### config.mk
export PLATFORM = sky130hd
export DESIGN_NAME = mem_stage_lsu_flat
export DESIGN_NICKNAME = d
export VERILOG_FILES = /design/src/rtl/mem_stage_lsu_if.sv /design/src/rtl/mem_stage_lsu.sv /design/src/flat_wrapper.sv
export SDC_FILE = /design/constraint.sdc
export NUM_CORES = 1
export LEC_CHECK = 0
export CAP_MARGIN = 40
export CORE_MARGIN = 1
export CORE_UTILIZATION = 50
export CTS_CLUSTER_SIZE = 24
export DETAILED_ROUTE_END_ITERATION = 8
export PLACE_DENSITY = 0.84
export SYNTH_ARGS = -nofsm -noshare
export SYNTH_HDL_FRONTEND = slang
export SYNTH_SLANG_ARGS = --single-unit
### constraint.sdc
create_clock -name clk -period 3.1 [get_ports clk]
set_input_delay 0.31 -clock clk [delete_from_list [all_inputs] [get_ports clk]]
set_output_delay 0.31 -clock clk [all_outputs]
set_load 0.01 [all_outputs]
### src/rtl/mem_stage_lsu_if.sv
// Data-memory request/response bus between the memory stage and data RAM.
// Single outstanding request: valid/ready request, valid-only response.
interface mem_stage_lsu_if #(
  parameter int ADDR_W = 32
);
  logic              dmem_req_valid;
  logic              dmem_req_ready;
  logic [ADDR_W-1:0] dmem_addr;
  logic              dmem_we;
  logic [3:0]        dmem_wstrb;
  logic [31:0]       dmem_wdata;
  logic              dmem_rsp_valid;
  logic [31:0]       dmem_rdata;

  modport master (
    output dmem_req_valid,
    output dmem_addr,
    output dmem_we,
    output dmem_wstrb,
    output dmem_wdata,
    input  dmem_req_ready,
    input  dmem_rsp_valid,
    input  dmem_rdata
  );

  modport slave (
    input  dmem_req_valid,
    input  dmem_addr,
    input  dmem_we,
    input  dmem_wstrb,
    input  dmem_wdata,
    output dmem_req_ready,
    output dmem_rsp_valid,
    output dmem_rdata
  );
endinterface

### src/rtl/mem_stage_lsu.sv
// RV32I memory stage: load/store unit with registered writeback packet.
// Non-memory ops and faulting accesses retire in one cycle.
module mem_stage_lsu #(
  parameter int ADDR_W    = 32,
  parameter int REG_IDX_W = 5
) (
  input  logic                 clk,
  input  logic                 rst_n,
  input  logic                 ex_valid,
  output logic                 ex_ready,
  input  logic [31:0]          ex_alu_result,
  input  logic [31:0]          ex_store_data,
  input  logic [2:0]           ex_funct3,
  input  logic                 ex_is_load,
  input  logic                 ex_is_store,
  input  logic [REG_IDX_W-1:0] ex_rd,
  input  logic                 ex_rd_we,
  mem_stage_lsu_if.master      dmem,
  output logic                 wb_valid,
  input  logic                 wb_ready,
  output logic [REG_IDX_W-1:0] wb_rd,
  output logic                 wb_we,
  output logic [31:0]          wb_data,
  output logic [1:0]           wb_exc
);

  typedef enum logic [1:0] {
    IDLE = 2'd0,
    REQ  = 2'd1,
    RESP = 2'd2
  } state_t;

  state_t state, state_nxt;

  logic [ADDR_W-1:0]    ex_addr;
  logic                 accept, is_mem;
  logic                 ld_ok, st_ok;
  logic                 ill, mis, go_mem;
  logic [1:0]           exc_now;
  logic [3:0]           st_wstrb;
  logic [31:0]          st_wdata;

  logic [ADDR_W-1:0]    q_addr;
  logic [2:0]           q_f3;
  logic [REG_IDX_W-1:0] q_rd;
  logic                 q_rd_we;
  logic                 q_store;
  logic [3:0]           q_wstrb;
  logic [31:0]          q_wdata;

  logic [31:0]          ld_word;
  logic [31:0]          ld_data;
  logic                 rsp_done;

  assign ex_addr = ex_alu_result[ADDR_W-1:0];
  assign is_mem  = ex_is_load | ex_is_store;
  assign accept  = ex_valid & ex_ready;

  always_comb begin
    ld_ok = 1'b0;
    st_ok = 1'b0;
    case (ex_funct3)
      3'b000, 3'b001, 3'b010: begin
        ld_ok = 1'b1;
        st_ok = 1'b1;
      end
      3'b100, 3'b101: ld_ok = 1'b1;
      default: ;
    endcase
  end

  assign ill = (ex_is_load & ex_is_store)
             | (ex_is_load & ~ld_ok)
             | (ex_is_store & ~st_ok);
  assign mis = ((ex_funct3[1:0] == 2'b01) & ex_addr[0])
             | ((ex_funct3[1:0] == 2'b10) & (|ex_addr[1:0]));

  assign go_mem = accept & is_mem & ~ill & ~mis;

  always_comb begin
    exc_now = 2'b00;
    unique case (1'b1)
      !is_mem: exc_now = 2'b00;
      ill:     exc_now = 2'b10;
      mis:     exc_now = 2'b01;
      default: exc_now = 2'b00;
    endcase
  end

  // Store data is replicated across lanes; the strobe picks the live bytes.
  always_comb begin
    st_wstrb = 4'b0000;
    st_wdata = ex_store_data;
    case (ex_funct3[1:0])
      2'b00: begin
        st_wstrb = 4'b0001 << ex_addr[1:0];
        st_wdata = {4{ex_store_data[7:0]}};
      end
      2'b01: begin
        st_wstrb = 4'b0011 << ex_addr[1:0];
        st_wdata = {2{ex_store_data[15:0]}};
      end
      2'b10: st_wstrb = 4'b1111;
      default: ;
    endcase
  end

  always_ff @(posedge clk or negedge rst_n) begin
    if (!rst_n) state <= IDLE;
    else        state <= state_nxt;
  end

  always_comb begin
    state_nxt = state;
    unique case (state)
      IDLE: if (go_mem) state_nxt = REQ;
      REQ:  if (dmem.dmem_req_ready) state_nxt = RESP;
      RESP: if (dmem.dmem_rsp_valid) state_nxt = IDLE;
      default: state_nxt = IDLE;
    endcase
  end

  always_comb begin
    ex_ready            = (state == IDLE) && (!wb_valid || wb_ready);
    dmem.dmem_req_valid = 1'b0;
    dmem.dmem_addr      = '0;
    dmem.dmem_we        = 1'b0;
    dmem.dmem_wstrb     = 4'b0000;
    dmem.dmem_wdata     = 32'd0;
    if (state == REQ) begin
      dmem.dmem_req_valid = 1'b1;
      dmem.dmem_addr      = {q_addr[ADDR_W-1:2], 2'b00};
      dmem.dmem_we        = q_store;
      dmem.dmem_wstrb     = q_wstrb;
      dmem.dmem_wdata     = q_wdata;
    end
  end

  assign rsp_done = (state == RESP) & dmem.dmem_rsp_valid;
  assign ld_word  = dmem.dmem_rdata >> {q_addr[1:0], 3'b000};

  always_comb begin
    ld_data = ld_word;
    case (q_f3)
      3'b000:  ld_data = {{24{ld_word[7]}}, ld_word[7:0]};
      3'b001:  ld_data = {{16{ld_word[15]}}, ld_word[15:0]};
      3'b100:  ld_data = {24'd0, ld_word[7:0]};
      3'b101:  ld_data = {16'd0, ld_word[15:0]};
      default: ld_data = dmem.dmem_rdata;
    endcase
  end

  always_ff @(posedge clk or negedge rst_n) begin
    if (!rst_n) begin
      q_addr  <= '0;
      q_f3    <= 3'd0;
      q_rd    <= '0;
      q_rd_we <= 1'b0;
      q_store <= 1'b0;
      q_wstrb <= 4'd0;
      q_wdata <= 32'd0;
    end else if (go_mem) begin
      q_addr  <= ex_addr;
      q_f3    <= ex_funct3;
      q_rd    <= ex_rd;
      q_rd_we <= ex_rd_we;
      q_store <= ex_is_store;
      q_wstrb <= ex_is_store ? st_wstrb : 4'd0;
      q_wdata <= ex_is_store ? st_wdata : 32'd0;
    end
  end

  always_ff @(posedge clk or negedge rst_n) begin
    if (!rst_n) begin
      wb_valid <= 1'b0;
      wb_rd    <= '0;
      wb_we    <= 1'b0;
      wb_data  <= 32'd0;
      wb_exc   <= 2'b00;
    end else if (accept && !go_mem) begin
      wb_valid <= 1'b1;
      wb_rd    <= ex_rd;
      wb_we    <= is_mem ? 1'b0 : ex_rd_we;
      wb_data  <= ex_alu_result;
      wb_exc   <= exc_now;
    end else if (rsp_done) begin
      wb_valid <= 1'b1;
      wb_rd    <= q_rd;
      wb_we    <= q_store ? 1'b0 : q_rd_we;
      wb_data  <= q_store ? 32'd0 : ld_data;
      wb_exc   <= 2'b00;
    end else if (wb_ready) begin
      wb_valid <= 1'b0;
    end
  end

endmodule
### src/flat_wrapper.sv
// flat-port wrapper written by rule: the top's interface ports become plain ports
module mem_stage_lsu_flat 
#(
  parameter int ADDR_W    = 32,
  parameter int REG_IDX_W = 5
)
  (clk, rst_n, ex_valid, ex_ready, ex_alu_result, ex_store_data, ex_funct3, ex_is_load, ex_is_store, ex_rd, ex_rd_we, wb_valid, wb_ready, wb_rd, wb_we, wb_data, wb_exc, dmem_dmem_req_valid, dmem_dmem_addr, dmem_dmem_we, dmem_dmem_wstrb, dmem_dmem_wdata, dmem_dmem_req_ready, dmem_dmem_rsp_valid, dmem_dmem_rdata);
  mem_stage_lsu_if #(.ADDR_W(ADDR_W)) dmem_i ();
  input  logic clk;
  input  logic rst_n;
  input  logic ex_valid;
  output logic ex_ready;
  input  logic [31:0] ex_alu_result;
  input  logic [31:0] ex_store_data;
  input  logic [2:0] ex_funct3;
  input  logic ex_is_load;
  input  logic ex_is_store;
  input  logic [REG_IDX_W-1:0] ex_rd;
  input  logic ex_rd_we;
  output logic wb_valid;
  input  logic wb_ready;
  output logic [REG_IDX_W-1:0] wb_rd;
  output logic wb_we;
  output logic [31:0] wb_data;
  output logic [1:0] wb_exc;
  output wire logic [$bits(dmem_i.dmem_req_valid)-1:0] dmem_dmem_req_valid;
  output wire logic [$bits(dmem_i.dmem_addr)-1:0] dmem_dmem_addr;
  output wire logic [$bits(dmem_i.dmem_we)-1:0] dmem_dmem_we;
  output wire logic [$bits(dmem_i.dmem_wstrb)-1:0] dmem_dmem_wstrb;
  output wire logic [$bits(dmem_i.dmem_wdata)-1:0] dmem_dmem_wdata;
  input wire logic [$bits(dmem_i.dmem_req_ready)-1:0] dmem_dmem_req_ready;
  input wire logic [$bits(dmem_i.dmem_rsp_valid)-1:0] dmem_dmem_rsp_valid;
  input wire logic [$bits(dmem_i.dmem_rdata)-1:0] dmem_dmem_rdata;
  assign dmem_dmem_req_valid = dmem_i.dmem_req_valid;
  assign dmem_dmem_addr = dmem_i.dmem_addr;
  assign dmem_dmem_we = dmem_i.dmem_we;
  assign dmem_dmem_wstrb = dmem_i.dmem_wstrb;
  assign dmem_dmem_wdata = dmem_i.dmem_wdata;
  assign dmem_i.dmem_req_ready = dmem_dmem_req_ready;
  assign dmem_i.dmem_rsp_valid = dmem_dmem_rsp_valid;
  assign dmem_i.dmem_rdata = dmem_dmem_rdata;
  mem_stage_lsu #(.ADDR_W(ADDR_W), .REG_IDX_W(REG_IDX_W)) u_core (.clk(clk), .rst_n(rst_n), .ex_valid(ex_valid), .ex_ready(ex_ready), .ex_alu_result(ex_alu_result), .ex_store_data(ex_store_data), .ex_funct3(ex_funct3), .ex_is_load(ex_is_load), .ex_is_store(ex_is_store), .ex_rd(ex_rd), .ex_rd_we(ex_rd_we), .dmem(dmem_i), .wb_valid(wb_valid), .wb_ready(wb_ready), .wb_rd(wb_rd), .wb_we(wb_we), .wb_data(wb_data), .wb_exc(wb_exc));
endmodule
==> PnR_summary.wiki <==
{| class="wikitable"
! Metric !! Value
|-
| Actual slew at the worst max-slew pin || just under 900 ps
|-
| Number of hold violations in the final report || 0
|-
| DRT Wirelength || 20610 µm
|-
| Arrival time of the worst setup path || 2460 ps
|-
| Part of the total power dissipated in sequential elements || 36.8%
|-
| Iter 0 DRT Violations || 415
|-
| Crit path buf inv count || 2
|-
| Final Max Tran Viols || 0
|-
| Post-synth cell types || 48
|-
| Fmax || 361.0 MHz
|-
| Routed vias/inst || 5.814
|-
| Count of nets after finishing || about 950
|-
| Net Sw Frac || between 30% and 40%
|-
| Worst setup timing slack at the placement stage || ~320 ps
|-
| Antenna Nets Post-Route || 0
|-
| Number of diodes || 0
|-
| P_sw || 2.470 mW
|-
| Number of search-and-repair iterations in the first detailed-routing pass || 5
|-
| Share of total power in combinational logic || 37.5%
|-
| Status || finished, final reports clean
|-
| Clock transition at the registers of the reported paths || roughly 50 ps
|-
| Path class of the lowest-slack min-delay path || in2async
|-
| Yosys warning total || 0
|-
| Core footprint || 12670 µm²
|-
| Depth of the worst register-to-register path || 5
|-
| Initial standard-cell utilization of the core || 51.38%
|-
| Placer's final routability congestion estimate || 0.8519
|-
| Beginning of the worst register-to-register path || u_core.q_addr[0]$_DFFE_PN0P_
|-
| Synth-to-Final Area Change || 46.07%
|-
| Vertical die dimension || between 100 and 150 µm
|-
| Worst skew pair latency || approximately 420 ps
|-
| Die X-Extent || 116.1 µm
|-
| Final core occ || 75.05%
|-
| TritonCTS clock tree || built
|-
| Crit end category || output port
|-
| Setup bufs post-CTS || 0
|-
| Worst Setup Start Kind || flop
|-
| Worst stage delay on the critical path || 580 ps
|-
| Initial antenna violation count || 0
|-
| HPWL after DPL || 14640 µm
|-
| Sum of negative setup slack || 0 ps
|-
| Bufs on Longest Clock Path || 2
|-
| Setup repair after global routing missed its margin || no
|-
| Fin crit period || 2770 ps
|-
| Synthesized cell area || 6510 µm²
|-
| Filler Cells Inserted || 829
|-
| Final setup violation count || 0
|-
| Area enclosed by the die boundary || around 13000 µm²
|-
| Wire per inst || 20.09 µm
|-
| GR Overflow Total || 0
|-
| Vias in the first global route || 6049
|-
| Clock Skews || between 10 and 15 ps
|-
| Share of the yosys chip area belonging to registers || 46.51%
|-
| H-tree depth reported by CTS || 4
|-
| Total number of vias || 5965
|-
| Placed Cells || 993
|-
| Total power || 7.714 mW
|-
| Commonest register cell after synthesis || dfrtp_1
|-
| Cell area power density || slightly above 800 nW/µm²
|-
| Setup slack of the most critical reg-to-reg path || 600 ps
|-
| Mean instance size in the synthesized netlist || approximately 10 µm²
|-
| Number of synthesized flops with an enable pin || 0
|-
| Category of the critical setup timing path || reg2out
|-
| Number of sinks driven by the clock tree || 121
|-
| Largest fanout on the critical path || 44
|-
| Slowest cell on the critical path || clkdlybuf4s50_1
|-
| Share of final-layout standard cells stronger than drive strength 1 || 11.59%
|-
| Port buffer count || 222
|-
| Final period utilization || between 80% and 90%
|-
| Post-route worst setup slack || 329.6 ps
|-
| CTS Buf Count || 17
|-
| Most used standard cell by instance count after synthesis || dfrtp_1
|-
| CP cell instances || nor2b_4 > buf_12 > and2_1 > clkdlybuf4s50_1
|-
| Leak || about 4.2 nW
|-
| Worst endpoint required time || 2790 ps
|-
| Top area cells in the synthesized netlist || dfrtp_1 47%, mux2_4 8.8%, and2_1 6.6%
|-
| Count of state elements after synthesis || 121
|-
| Peak supply drop || 465.0 µV
|-
| Total number of placement rows || 41
|-
| Maxcap violations || 0
|-
| Family of cells with the greatest summed delay on the critical path || buffers and inverters
|-
| Cell taking the most area after synthesis || dfrtp_1
|-
| Area share of the largest cell type after synthesis || 46.51%
|-
| Pint || 5.244 mW
|-
| Num ports || around 230
|-
| Number of instances in the synthesized netlist || 631
|-
| Final non-filler cell total || slightly above 1000
|-
| Clock share of power || 25.8%
|-
| Worst slew margin relative to its limit || 40.36%
|-
| Clock root buffer || clkbuf_16
|-
| Maximum number of pins on one net before global-route repair || 45
|-
| Number of remaining DRC errors || 0
|-
| Wire length of the first global-routing pass || between 30000 and 40000 µm
|-
| Worst reg2reg endpoint || u_core.wb_data[23]$_DFFE_PN0P_
|-
| Ranking of synthesized cells by instance count || 121 x dfrtp_1, 69 x and2_1, 55 x nand2_1
|-
| Proportion of synthesized flip-flops having asynchronous set or reset || 100.0%
|-
| Crit path from || u_core.state[0]$_DFFE_PN0P_
|-
| Overall Global Routing Usage || 31.55%
|}
kinds of logic after synthesis:
kind of cell | after synthesis | share of synthesized area, %
XOR/XNOR | 1 | 0.1346
buffers and inverters | 56 | 4.343
AO/OA/AOI/OAI | 130 | 14.07
other | 1 | 0.05760
multiplexers | 73 | 14.18
flip-flops | 121 | 46.51
AND/OR/NAND/NOR | 249 | 20.70
repair_timing:
action / CTS / global route
endpoints found under the hold margin: 41 / 0
resized for setup: 0 / 0
endpoints found under the setup margin: 0 / 0
hold buffers: 1 / 0
per-layer routing:
metal / global-route usage (%) / part of all wire [%] / vias to the layer above
met5: 0 / 0 / -
met4: 14.27 / 2.9 / 0
met3: 9.549 / 9.6 / 46
met2: 50.99 / 48 / 363
met1: 39.04 / 39 / 2898
li1: - / - / 2658
stage by stage:
stage	cell area, µm²	hold slack (ps)
2_1_floorplan	6514	14.41
3_3_place_gp	8855	458.8
3_5_place_dp	8897	331.3
4_1_cts	9509	435.5
5_1_grt	9509	484.7
6_report	9509	420.3
cells in the final DEF (no fill, tap or decap), types with 3 or more instances in the layout:
| cell | count |
|---|---|
| a211o_1 | 6 |
| a21oi_1 | 23 |
| a221o_1 | 17 |
| a22o_1 | 12 |
| a31oi_1 | 6 |
| and2_1 | 69 |
| and3_1 | 22 |
| buf_4 | 15 |
| clkbuf_16 | 17 |
| clkbuf_8 | 6 |
| clkdlybuf4s50_1 | 221 |
| clkinv_2 | 6 |
| dfrtp_1 | 121 |
| inv_1 | 4 |
| mux2_4 | 38 |
| mux2i_1 | 33 |
| nand2_1 | 55 |
| nand2b_1 | 20 |
| nand3_1 | 25 |
| nand3b_1 | 9 |
| nor2_1 | 30 |
| nor2b_1 | 4 |
| nor3_1 | 3 |
| o211ai_1 | 10 |
| o21ai_0 | 18 |
| o21ai_1 | 17 |
| o221ai_1 | 6 |
power groups by stage:
| stage | registers [mW] | clock network, mW | logic (mW) |
|---|---|---|---|
| floorplan | 2.71 | 0 | 1.63 |
| global placement | 2.78 | 0 | 2.75 |
| detailed placement | 2.82 | 0 | 2.86 |
| CTS | 2.81 | 2.00 | 2.89 |
| global route | 2.90 | 2.08 | 3.13 |
| finish | 2.84 | 1.99 | 2.89 |
flip-flops by register name, indices dropped and copies added (netlist names):
register and count:
u_core.state 2, u_core.q_wdata 32, u_core.wb_valid 1, u_core.wb_we 1
u_core.wb_data 32, u_core.wb_rd 5, u_core.wb_exc 2, u_core.q_rd_we 1
u_core.q_store 1, u_core.q_wstrb 4, u_core.q_rd 5, u_core.q_addr 32
u_core.q_f3 3
layout make-up:
class,instances,area [µm²],area share (%)
Clock buffer,24,511.7,5.382
Multi-Input combinational cell,455,3228,33.95
Tap cell,172,215.2,2.263
Inverter,5,18.77,0.1974
Clock inverter,8,90.09,0.9474
Sequential cell,121,3028,31.84
Timing Repair Buffer,241,2417,25.42
how the worst max path moves through the flow:
stage,cells past startpoint,end
after global routing,4,dmem_dmem_wstrb[3]
after floorplan,6,u_core.q_addr[10]$_DFFE_PN0P_
after global placement,7,u_core.wb_data[15]$_DFFE_PN0P_
after CTS,4,dmem_dmem_wstrb[3]
final,4,dmem_dmem_wstrb[3]
after detailed placement,7,u_core.q_addr[2]$_DFFE_PN0P_
Note: power is estimated with default switching activity, not from simulation.
